$ cat config.mk
export PLATFORM = sky130hd
export DESIGN_NAME = cpu_stage_5_wb
export DESIGN_NICKNAME = d
export VERILOG_FILES = /design/src/rtl/cpu_stage_5_wb_pkg.sv /design/src/rtl/cpu_stage_5_wb_gencc.sv /design/src/rtl/cpu_stage_5_wb.sv
export SDC_FILE = /design/constraint.sdc
export NUM_CORES = 1
export LEC_CHECK = 0
export CAP_MARGIN = 20
export CORE_AREA = 2 2 88 90
export CTS_CLUSTER_SIZE = 40
export DETAILED_ROUTE_END_ITERATION = 10
export DIE_AREA = 0 0 90 92
export PLACE_DENSITY = 0.81
export SLEW_MARGIN = 40
export SYNTH_ARGS = -nofsm -noshare
export SYNTH_HDL_FRONTEND = slang
export SYNTH_HIERARCHICAL = 1
export SYNTH_SLANG_ARGS = --single-unit
$ cat constraint.sdc
create_clock -name clk -period 4.5 [get_ports clk]
set_input_delay 1.125 -clock clk [delete_from_list [all_inputs] [get_ports clk]]
set_output_delay 1.125 -clock clk [all_outputs]
set_load 0.02 [all_outputs]
$ cat src/rtl/cpu_stage_5_wb_pkg.sv
// Shared LC-3b pipeline types: opcodes, the pipeline control word and the WB FSM states.
package cpu_stage_5_wb_pkg;

  localparam logic [3:0] op_br   = 4'b0000;
  localparam logic [3:0] op_add  = 4'b0001;
  localparam logic [3:0] op_ldb  = 4'b0010;
  localparam logic [3:0] op_jsr  = 4'b0100;
  localparam logic [3:0] op_ldr  = 4'b0110;
  localparam logic [3:0] op_ldi  = 4'b1010;
  localparam logic [3:0] op_jmp  = 4'b1100;
  localparam logic [3:0] op_lea  = 4'b1110;
  localparam logic [3:0] op_trap = 4'b1111;

  localparam logic [15:0] nop = 16'h0000;

  typedef enum logic {IDLE, REDIRECT} wb_state_t;

  typedef struct packed {
    logic [15:0] instruction;
    logic [15:0] pc;              // already PC+2
    logic [15:0] alu_out;
    logic [15:0] mem_out;
    logic [15:0] calc_adrs_out;
    logic [15:0] resolved_target;
    logic [2:0]  dr;
    logic        ld_regfile;
    logic        ld_cc;
  } pipeline_ctrl;

endpackage

$ cat src/rtl/cpu_stage_5_wb_gencc.sv
// Condition-code generator: 16-bit value -> one-hot NZP. Shared with the memory stage.
module cpu_gencc (
  input  logic [15:0] data,
  output logic [2:0]  nzp
);

  always_comb begin
    if (data[15])            nzp = 3'b100;
    else if (data == 16'h0)  nzp = 3'b010;
    else                     nzp = 3'b001;
  end

endmodule

$ cat src/rtl/cpu_stage_5_wb.sv
// LC-3b writeback stage: regfile write, NZP register, control-transfer redirect/flush.
// Optional retirement counters are built only when WB_PERF_CNT_EN is defined.
module cpu_stage_5_wb
  import cpu_stage_5_wb_pkg::*;
#(
  parameter int         CNT_WIDTH = 32,
  parameter logic [2:0] CC_RESET  = 3'b010
) (
  input  logic                 clk,
  input  logic                 reset,
  input  logic                 stall_all,
  input  pipeline_ctrl         ctrl_w_in,
  output logic                 rf_we,
  output logic [2:0]           rf_dest,
  output logic [15:0]          rf_data,
  output logic                 wb_fwd_valid,
  output logic [15:0]          wb_fwd_data,
  output logic [2:0]           cc_out,
  output logic                 pc_redirect,
  output logic [15:0]          redirect_target,
  output logic                 flush_pipe,
  output logic [CNT_WIDTH-1:0] retired_count,
  output logic [CNT_WIDTH-1:0] taken_count
);

  wb_state_t   state, state_next;
  logic [3:0]  opc;
  logic        live, take, fire, is_link;
  logic [2:0]  cc_new;

  assign opc     = ctrl_w_in.instruction[15:12];
  assign is_link = (opc == op_jsr) || (opc == op_trap);
  // Reset is folded in so the write port is quiet while reset is held.
  assign live    = (ctrl_w_in.instruction != nop) && (state == IDLE) && !reset;
  assign fire    = take && !stall_all;

  always_comb begin
    // NOTE: every always_comb output gets a default first so no latch is inferred.
    rf_data = ctrl_w_in.alu_out;
    unique case (opc)
      op_ldb, op_ldr, op_ldi: rf_data = ctrl_w_in.mem_out;
      op_lea:                 rf_data = ctrl_w_in.calc_adrs_out;
      op_jsr, op_trap:        rf_data = ctrl_w_in.pc;
      default:                rf_data = ctrl_w_in.alu_out;
    endcase
  end

  assign rf_dest      = is_link ? 3'd7 : ctrl_w_in.dr;
  assign rf_we        = live && ctrl_w_in.ld_regfile && !stall_all;
  assign wb_fwd_valid = rf_we;
  assign wb_fwd_data  = rf_data;

  always_comb begin
    take = 1'b0;
    if (live) begin
      if (opc == op_br)                                      take = |(ctrl_w_in.instruction[11:9] & cc_out);
      else if (opc == op_jmp || opc == op_jsr || opc == op_trap) take = 1'b1;
    end
  end

  cpu_gencc u_gencc (
    .data (rf_data),
    .nzp  (cc_new)
  );

  // State register plus the registers that load alongside it.
  always_ff @(posedge clk or posedge reset) begin
    // NOTE: sequential state uses non-blocking assignments so all registers update together.
    if (reset) begin
      state           <= IDLE;
      cc_out          <= CC_RESET;
      redirect_target <= 16'h0000;
    end else begin
      state <= state_next;
      if (live && ctrl_w_in.ld_cc && !stall_all) cc_out <= cc_new;
      if (fire)                                  redirect_target <= ctrl_w_in.resolved_target;
    end
  end

  always_comb begin
    state_next = state;
    unique case (state)
      IDLE:     if (fire)       state_next = REDIRECT;
      REDIRECT: if (!stall_all) state_next = IDLE;
      default:                  state_next = IDLE;
    endcase
  end

  always_comb begin
    pc_redirect = (state == REDIRECT);
    flush_pipe  = (state == REDIRECT);
  end

`ifdef WB_PERF_CNT_EN
  always_ff @(posedge clk or posedge reset) begin
    if (reset) begin
      retired_count <= '0;
      taken_count   <= '0;
    end else begin
      if (live && !stall_all) retired_count <= retired_count + CNT_WIDTH'(1);
      if (fire)               taken_count   <= taken_count + CNT_WIDTH'(1);
    end
  end
`else
  assign retired_count = '0;
  assign taken_count   = '0;
`endif

endmodule

==> impl_metrics.sql, run 1 <==
INSERT INTO impl_metrics (metric_group, metric, value, unit) VALUES
('power', 'powerDensity', '272', 'nW/um^2'),
('layout', 'n_fill_cell', '734', ''),
('routing', 'detailedRoute.firstIterationViolations', '78', ''),
('outcome', 'result_of_the_run', 'complete, no violations', ''),
('flow_run', 'maxCapViolations', '0', ''),
('global_route', 'use_met3', '5.01', '%'),
('routing', 'detailroute.via_count', '1949', ''),
('sta', 'setup_repair_after_global_routing_missed_its_margin', 'false', ''),
('floorplan', 'floorplan.initialDensity', '27.1', '%'),
('floorplan', 'design.die.area', '8280', 'sq um'),
('global_route', 'groute.layer.met2.usage', '25.8', '%'),
('clock_tree', 'cts_buffer_depth', '2', ''),
('power', 'total_leakage_power', '1.67', 'nW'),
('sta', 'finalSetupViolations', '0', ''),
('routing', 'drcViolationCount', '0', ''),
('hold_path', 'hp-class', 'flip-flop to flip-flop', ''),
('worst_setup_path', 'r2r_setup_slack', '2680', 'ps'),
('global_route', 'via_count_of_the_first_global_routing_pass', '1918', ''),
('global_route', 'busiest_layer_in_global_routing', 'met2', ''),
('layout', 'mostFrequentLayoutCells', 'clkdlybuf4s50_1, conb_1, dlygate4sd2_1', ''),
('worst_setup_path', 'crit_path_end_kind', 'output pin', ''),
('global_route', 'grt_start_max_net_pins', '21', ''),
('placement', 'placedInstanceArea', '3480', 'sq um'),
('synthesis', 'syn-instance-count', '212', ''),
('global_route', 'antenna_found_initial', '0', ''),
('routing', 'antenna_left', '0', ''),
('clock_tree', 'cts-buffers-inserted', '3', ''),
('layout', 'final_common_cell', 'clkdlybuf4s50_1', ''),
('worst_setup_path', 'wp_data_required', '3380', 'ps'),
('synthesis', 'syn_avg_cell_area', '9.51', 'sq um'),
('worst_setup_path', 'critPathArrivalTime', '3250', 'ps'),
('placement', 'io_buffers', '161', ''),
('worst_setup_path', 'cp_startpoint_kind', 'input pin', ''),
('layout', 'multiInputGateArea', '1020', 'sq um'),
('worst_setup_path', 'crit_type', 'input pin to output pin', ''),
('sta', 'hold_slack', '507', 'ps'),
('synthesis', 'synth.yosys.seq_area_share', '24.9', '%'),
('synthesis', 'yosys_warnings', '6', ''),
('clock_tree', 'clockRootBuffer', 'clkbuf_8', ''),
('clock_tree', 'path_clk_slew', '70', 'ps'),
('layout', 'regArea', '502', 'sq um'),
('routing', 'avg_vias_per_cell', '4.11', ''),
('layout', 'postLayoutCellArea', '3520', 'sq um'),
('sta', 'finalWorstPathRequiredPeriod', '4380', 'ps'),
('global_route', 'groute.usage.overall', '14.3', '%'),
('floorplan', 'core', '7450', 'sq um'),
('worst_setup_path', 'path_max_fanout', '19', ''),
('floorplan', 'die_h', '92', 'um'),
('clock_tree', 'ctsHtreeMaxLevel', '1', ''),
('synthesis', 'yosys_register_bits', '20', ''),
('synthesis', 'synth_cell_type_count', '28', ''),
('global_route', 'met1_usage', '16.5', '%'),
('sta', 'worstMarginPinSlew', '701', 'ps'),
('clock_tree', 'post_cts_hold_buffer_count', '0', ''),
('sta', 'drv_slew', '0', ''),
('sta', 'max_slew_margin', '53.0', '%'),
('routing', 'totalWireLength', '6560', 'um'),
('sta', 'fmaxAchievable', '0.228', 'GHz'),
('sta', 'report.final.hold_viol_count', '0', ''),
('sta', 'worst_slack', '122', 'ps'),
('placement', 'place.gp.congestion', '0.691', ''),
('layout', 'layout.core_utilization', '47.3', '%'),
('power', 'power.ir.vdd_worst', '0.000232', 'V'),
('layout', 'total_inserted_antenna_cells', '0', ''),
('layout', 'synthToLayoutAreaGrowth', '74.8', '%'),
('floorplan', 'std_cell_rows', '32', ''),
('synthesis', 'mappedNetlistArea', '2020', 'sq um'),
('layout', 'final_cell_count_no_fill', '474', ''),
('global_route', 'grt_overflow', '0', ''),
('power', 'total_power', '0.957', 'mW'),
('clock_tree', 'cts.sinks', '20', ''),
('floorplan', 'num_io_pins', '226', ''),
('placement', 'dp.cells', '468', ''),
('placement', 'dpl.hpwl', '5520', 'um'),
('placement', 'pre_cts_worst_setup_slack', '-186', 'ps'),
('sta', 'finalClockSkew', '3.87', 'ps'),
('clock_tree', 'clkLatencyLatePin', '250', 'ps'),
('sta', 'final_worst_path_period_share', '97.3', '%'),
('clock_tree', 'tritoncts', 'done', ''),
('sta', 'totalNegativeSetupSlack', '0', 'ps'),
('layout', 'finish.net_count', '477', ''),
('floorplan', 'die_w', '90', 'um'),
('layout', 'post_route_cells_drive_above_1_share', '14.5', '%'),
('global_route', 'global_route_wire_length_before_repair', '9690', 'um'),
('routing', 'wl_per_cell', '13.8', 'um'),
('routing', 'drt_first_pass_iters', '4', '');
==> synthesized netlist by cell type (all sizes together) <==
cell type	count	area, sq um
buf	90	672
dfrtp	19	475
mux2	19	248
inv	18	67.6
a222oi	17	170
mux2i	14	140
nor4	8	50.1
or2	4	25.0
nand2	3	11.3
nand3	3	27.5
a21oi	2	10.0
nand4	2	12.5
o21ai	2	10.0
a41oi	1	8.76
and3	1	6.26
and4	1	8.76
conb	1	3.75
dfstp	1	26.3
nand2b	1	6.26
nor2	1	3.75
nor3	1	5.00
o221ai	1	15.0
or2b	1	7.51
or3	1	6.26
==> report_power, final <==
part           internal [mW]  switching, mW  total [mW]
clock network         0.0777         0.0552       0.133
registers              0.232         0.0309       0.263
logic                  0.293          0.268       0.561
total                  0.603          0.354       0.957
==> flip-flops by register name, summed over array words and instances (netlist names) <==
register	cells
redirect_target	16
cc_out	3
flush_pipe	1
==> final timing paths <==
kind | from | to | cells past startpoint
hold reg to reg | redirect_target[10]$_DFFE_PP0P_ | redirect_target[10]$_DFFE_PP0P_ | 1
min in group asynchronous | reset | redirect_target[14]$_DFFE_PP0P_ | 2
setup / recovery | ctrl_w_in[97] | wb_fwd_data[14] | 7
max in group asynchronous | reset | cc_out[1]$_DFFE_PP1P_ | 2
hold / removal | redirect_target[10]$_DFFE_PP0P_ | redirect_target[10]$_DFFE_PP0P_ | 1
setup reg to reg | cc_out[0]$_DFFE_PP0P_ | redirect_target[8]$_DFFE_PP0P_ | 4
==> cell type report <==
| cell class | count | share of cell area [%] |
|---|---|---|
| repair buffers | 183 | 49.7 |
| multi-input cells | 147 | 28.9 |
| flip-flops and latches | 20 | 14.2 |
| well taps | 102 | 3.62 |
| inverters | 18 | 1.92 |
| clock buffers | 4 | 1.56 |
==> repair_timing <==
item / in CTS / in global routing
gates resized for setup: 33 / 1
endpoints found under the setup margin: 32 / 1
setup buffers: 2 / 0
==> metal layers <==
layer	share of wire, %	wire length, um	vias up
met3	9.9	650	2
met4	0.26	17	0
met5	0	0	-
li1	-	-	924
met1	38	2500	917
met2	52	3390	106
==> logic make-up (layout without fill, tap and decap cells) <==
logic type	after synthesis	in the layout	synth area share (%)
multiplexers	33	33	19.2
other	1	64	0.186
AO/OA/AOI/OAI	23	23	10.6
flip-flops	20	20	24.9
buffers and inverters	108	205	36.7
AND/OR/NAND/NOR	27	27	8.44
==> critical path, stage by stage <==
cell and delay [ps]:
clkdlybuf4s50_1 430, or3_1 380, a21oi_1 180, buf_4 270, a222oi_1 150, mux2i_1 320, dlygate4sd2_1 380
No activity file was read; power rests on OpenSTA's default activity.
==> run 2: changes to the inputs <==
- CORE_AREA: 2 2 88 90 -> 2 2 87 89
- DIE_AREA: 0 0 90 92 -> 0 0 89 91
- PLACE_DENSITY: 0.81 -> 0.86
- SYNTH_HIERARCHICAL: 1 -> unset
==> impl_metrics.sql, run 2 <==
INSERT INTO impl_metrics (metric_group, metric, value, unit) VALUES
('outcome', 'result_of_the_run', 'complete, no violations', ''),
('sta', 'worstMarginPinSlew', '529', 'ps'),
('sta', 'drv_slew', '0', ''),
('sta', 'finalClockSkew', '3.56', 'ps'),
('worst_setup_path', 'crit_path_end_kind', 'output pin', ''),
('layout', 'mostFrequentLayoutCells', 'clkdlybuf4s50_1, conb_1, nand2_1', ''),
('worst_setup_path', 'critPathArrivalTime', '3260', 'ps'),
('clock_tree', 'tritoncts', 'done', ''),
('clock_tree', 'cts-buffers-inserted', '3', ''),
('worst_setup_path', 'r2r_setup_slack', '2740', 'ps'),
('sta', 'fmaxAchievable', '0.228', 'GHz'),
('placement', 'place.gp.congestion', '1.01', ''),
('synthesis', 'syn-instance-count', '269', ''),
('routing', 'totalWireLength', '7890', 'um'),
('synthesis', 'most_frequently_used_cell_type_in_the_post_synthesis_netlist', 'buf_4', ''),
('layout', 'max_flop_register', 'redirect_target', ''),
('worst_setup_path', 'critical_path.cell_chain', 'clkdlybuf4s50_1 -> nor3_2 -> o21ai_2 -> o221ai_1 -> clkdlybuf4s50_1', ''),
('routing', 'wl_per_cell', '15.4', 'um'),
('sta', 'finalSetupViolations', '0', ''),
('hold_path', 'min-delay-start', 'cc_out[1]$_DFFE_PP1P_', ''),
('clock_tree', 'cts.sinks', '20', ''),
('synthesis', 'syn_avg_cell_area', '8.47', 'sq um'),
('synthesis', 'mappedNetlistArea', '2280', 'sq um'),
('global_route', 'global_route_wire_length_before_repair', '11700', 'um'),
('worst_setup_path', 'worst_setup_path_startpoint', 'ctrl_w_in[97]', ''),
('worst_setup_path', 'crit_type', 'input pin to output pin', ''),
('clock_tree', 'post-cts-setup-buffer-count', '0', ''),
('worst_setup_path', 'ff2ff_path_depth', '4', ''),
('synthesis', 'yosys_register_bits', '20', ''),
('layout', 'post_route_cells_drive_above_1_share', '10.7', '%'),
('worst_setup_path', 'max_stage_delay', '690', 'ps'),
('hold_path', 'hp-class', 'flip-flop to flip-flop', ''),
('global_route', 'via_count_of_the_first_global_routing_pass', '2093', ''),
('synthesis', 'synth_flop_cell', 'dfrtp_1', ''),
('worst_setup_path', 'setup.worst_path.end', 'rf_data[3]', ''),
('synthesis', 'async_reset_ff_share', '100', '%'),
('global_route', 'antenna_found_initial', '0', ''),
('flow_run', 'maxCapViolations', '0', ''),
('clock_tree', 'ctsHtreeMaxLevel', '1', ''),
('worst_setup_path', 'cp_startpoint_kind', 'input pin', ''),
('clock_tree', 'clockRootBuffer', 'clkbuf_8', ''),
('worst_setup_path', 'wp_data_required', '3380', 'ps'),
('worst_setup_path', 'cpMaxStageDelayCell', 'clkdlybuf4s50_1', ''),
('layout', 'final_cell_count_no_fill', '511', ''),
('synthesis', 'yosysTopAreaCell', 'buf_4', ''),
('sta', 'finalWorstPathRequiredPeriod', '4390', 'ps'),
('routing', 'detailroute.via_count', '2278', ''),
('floorplan', 'core', '7140', 'sq um'),
('worst_setup_path', 'critical_path.most_common_cell', 'clkdlybuf4s50_1', ''),
('placement', 'dp.cells', '507', ''),
('layout', 'final_common_cell', 'clkdlybuf4s50_1', ''),
('synthesis', 'yosys_warnings', '0', ''),
('placement', 'dpl.hpwl', '6760', 'um'),
('floorplan', 'die_h', '91', 'um'),
('power', 'powerDensity', '273', 'nW/um^2'),
('synthesis', 'count_of_flip_flops_with_a_built_in_enable_after_synthesis', '0', ''),
('floorplan', 'design.die.area', '8100', 'sq um'),
('floorplan', 'die_w', '89', 'um'),
('routing', 'antenna_left', '0', ''),
('layout', 'largest_register_ff_count', '16', ''),
('clock_tree', 'clkLatencyLatePin', '260', 'ps'),
('sta', 'hold_slack', '500', 'ps'),
('synthesis', 'synth_top_area_share', '27.7', '%'),
('placement', 'io_buffers', '161', ''),
('floorplan', 'std_cell_rows', '31', ''),
('layout', 'layout.core_utilization', '52.7', '%'),
('power', 'total_leakage_power', '1.69', 'nW'),
('clock_tree', 'path_clk_slew', '80', 'ps'),
('synthesis', 'synth.yosys.seq_area_share', '22.0', '%'),
('global_route', 'groute.usage.overall', '18.5', '%'),
('power', 'power.ir.vdd_worst', '0.000183', 'V'),
('worst_setup_path', 'regToRegEndpoint', 'redirect_target[12]$_DFFE_PP0P_', ''),
('floorplan', 'num_io_pins', '226', ''),
('worst_setup_path', 'path_max_fanout', '9', ''),
('sta', 'final_worst_path_period_share', '97.5', '%'),
('sta', 'report.final.hold_viol_count', '0', ''),
('layout', 'total_inserted_antenna_cells', '0', ''),
('sta', 'setup_repair_after_global_routing_missed_its_margin', 'true', ''),
('worst_setup_path', 'timing.rr.start', 'cc_out[1]$_DFFE_PP1P_', ''),
('routing', 'avg_vias_per_cell', '4.46', ''),
('layout', 'synthToLayoutAreaGrowth', '65.0', '%'),
('layout', 'finish.net_count', '517', ''),
('sta', 'totalNegativeSetupSlack', '0', 'ps'),
('sta', 'max_slew_margin', '64.6', '%'),
('routing', 'drt_first_pass_iters', '4', ''),
('synthesis', 'synth.top_cells.by_count', 'buf_4, nand2_1, dfrtp_1, o21ai_0, and3_1', ''),
('routing', 'detailedRoute.firstIterationViolations', '68', ''),
('synthesis', 'synthTopCellsByArea', 'buf_4, dfrtp_1, mux2_4', ''),
('global_route', 'grt_overflow', '0', ''),
('synthesis', 'synth_cell_type_count', '35', ''),
('clock_tree', 'cts_buffer_depth', '2', ''),
('routing', 'drcViolationCount', '0', ''),
('floorplan', 'floorplan.initialDensity', '31.9', '%'),
('global_route', 'grt_start_max_net_pins', '29', '');
-- run 2: cell count changes after synthesis, moves of 4 or more --
cell | before | now
clkbuf_1 | 0 | 9
inv_1 | 18 | 9
o211ai_1 | 0 | 16
a222oi_1 | 17 | 1
nand2_1 | 3 | 21
or2_2 | 4 | 0
o21ai_0 | 2 | 18
and3_1 | 1 | 17
a21boi_0 | 0 | 16
mux2i_1 | 14 | 0
o221ai_1 | 0 | 8
-- run 2: worst min path at each step --
stage / end / slack, ps / cells after the start
after CTS: cc_out[1]$_DFFE_PP1P_ / 500 / 2
after detailed placement: cc_out[1]$_DFFE_PP1P_ / 490 / 2
after floorplan: cc_out[1]$_DFFE_PP1P_ / 520 / 2
final: cc_out[1]$_DFFE_PP1P_ / 500 / 2
after global placement: cc_out[1]$_DFFE_PP1P_ / 470 / 2
after global routing: redirect_target[6]$_DFFE_PP0P_ / 520 / 1
-- run 2: kinds of logic (layout without fill, tap and decap cells) --
group | count (synthesis) | after routing | synth area share [%]
other | 1 | 64 | 0.165
buffers and inverters | 107 | 187 | 32.6
AND/OR/NAND/NOR | 60 | 60 | 14.5
multiplexers | 16 | 16 | 9.39
flip-flops | 20 | 20 | 22.0
AO/OA/AOI/OAI | 65 | 65 | 21.4
-- run 2: routing by layer --
| layer | share of wire, % | routed length [um] | track usage, % | vias to the layer above |
|---|---|---|---|---|
| met1 | 42 | 3280 | 25.7 | 1056 |
| li1 | - | - | - | 1086 |
| met2 | 50 | 3950 | 30.5 | 126 |
| met4 | 1.4 | 108 | 3.23 | 0 |
| met5 | 0 | 0 | 0 | - |
| met3 | 7.1 | 557 | 2.73 | 10 |
-- run 2: critical path: cells and delay by family --
family                 cells  cell delay, ps
AO/OA/AOI/OAI              2             610
buffers and inverters      2            1200
AND/OR/NAND/NOR            1             320
-- run 2: layout make-up --
cell class | instances | area (sq um)
flip-flops and latches | 20 | 502
multi-input cells | 205 | 1280
fillers | 657 | 3380
inverters | 9 | 33.8
repair buffers | 174 | 1750
clock buffers | 3 | 41.3
well taps | 99 | 124
clock inverters | 1 | 30.0
-- run 2: power breakdown --
group / internal (mW) / total (mW) / switching [mW]
clock: 0.119 / 0.181 / 0.0627
sequential: 0.230 / 0.260 / 0.0301
combinational: 0.302 / 0.586 / 0.283
total: 0.651 / 1.03 / 0.376
-- run 2: per-stage QoR --
stage | cell area, sq um | total power [mW] | worst slack (ps)
2_1_floorplan | 2510 | 0.608 | 701
3_3_place_gp | 3660 | 0.836 | 109
3_5_place_dp | 3660 | 0.847 | 89.3
4_1_cts | 3740 | 1.03 | 72.6
5_1_grt | 3760 | 1.08 | -3.74
6_report | 3760 | 1.03 | 114
-- run 2: what timing repair did --
| action | in CTS | in global routing |
|---|---|---|
| hold buffers | 0 | 0 |
| endpoints found under the setup margin | 0 | 19 |
| resized for setup | 0 | 6 |
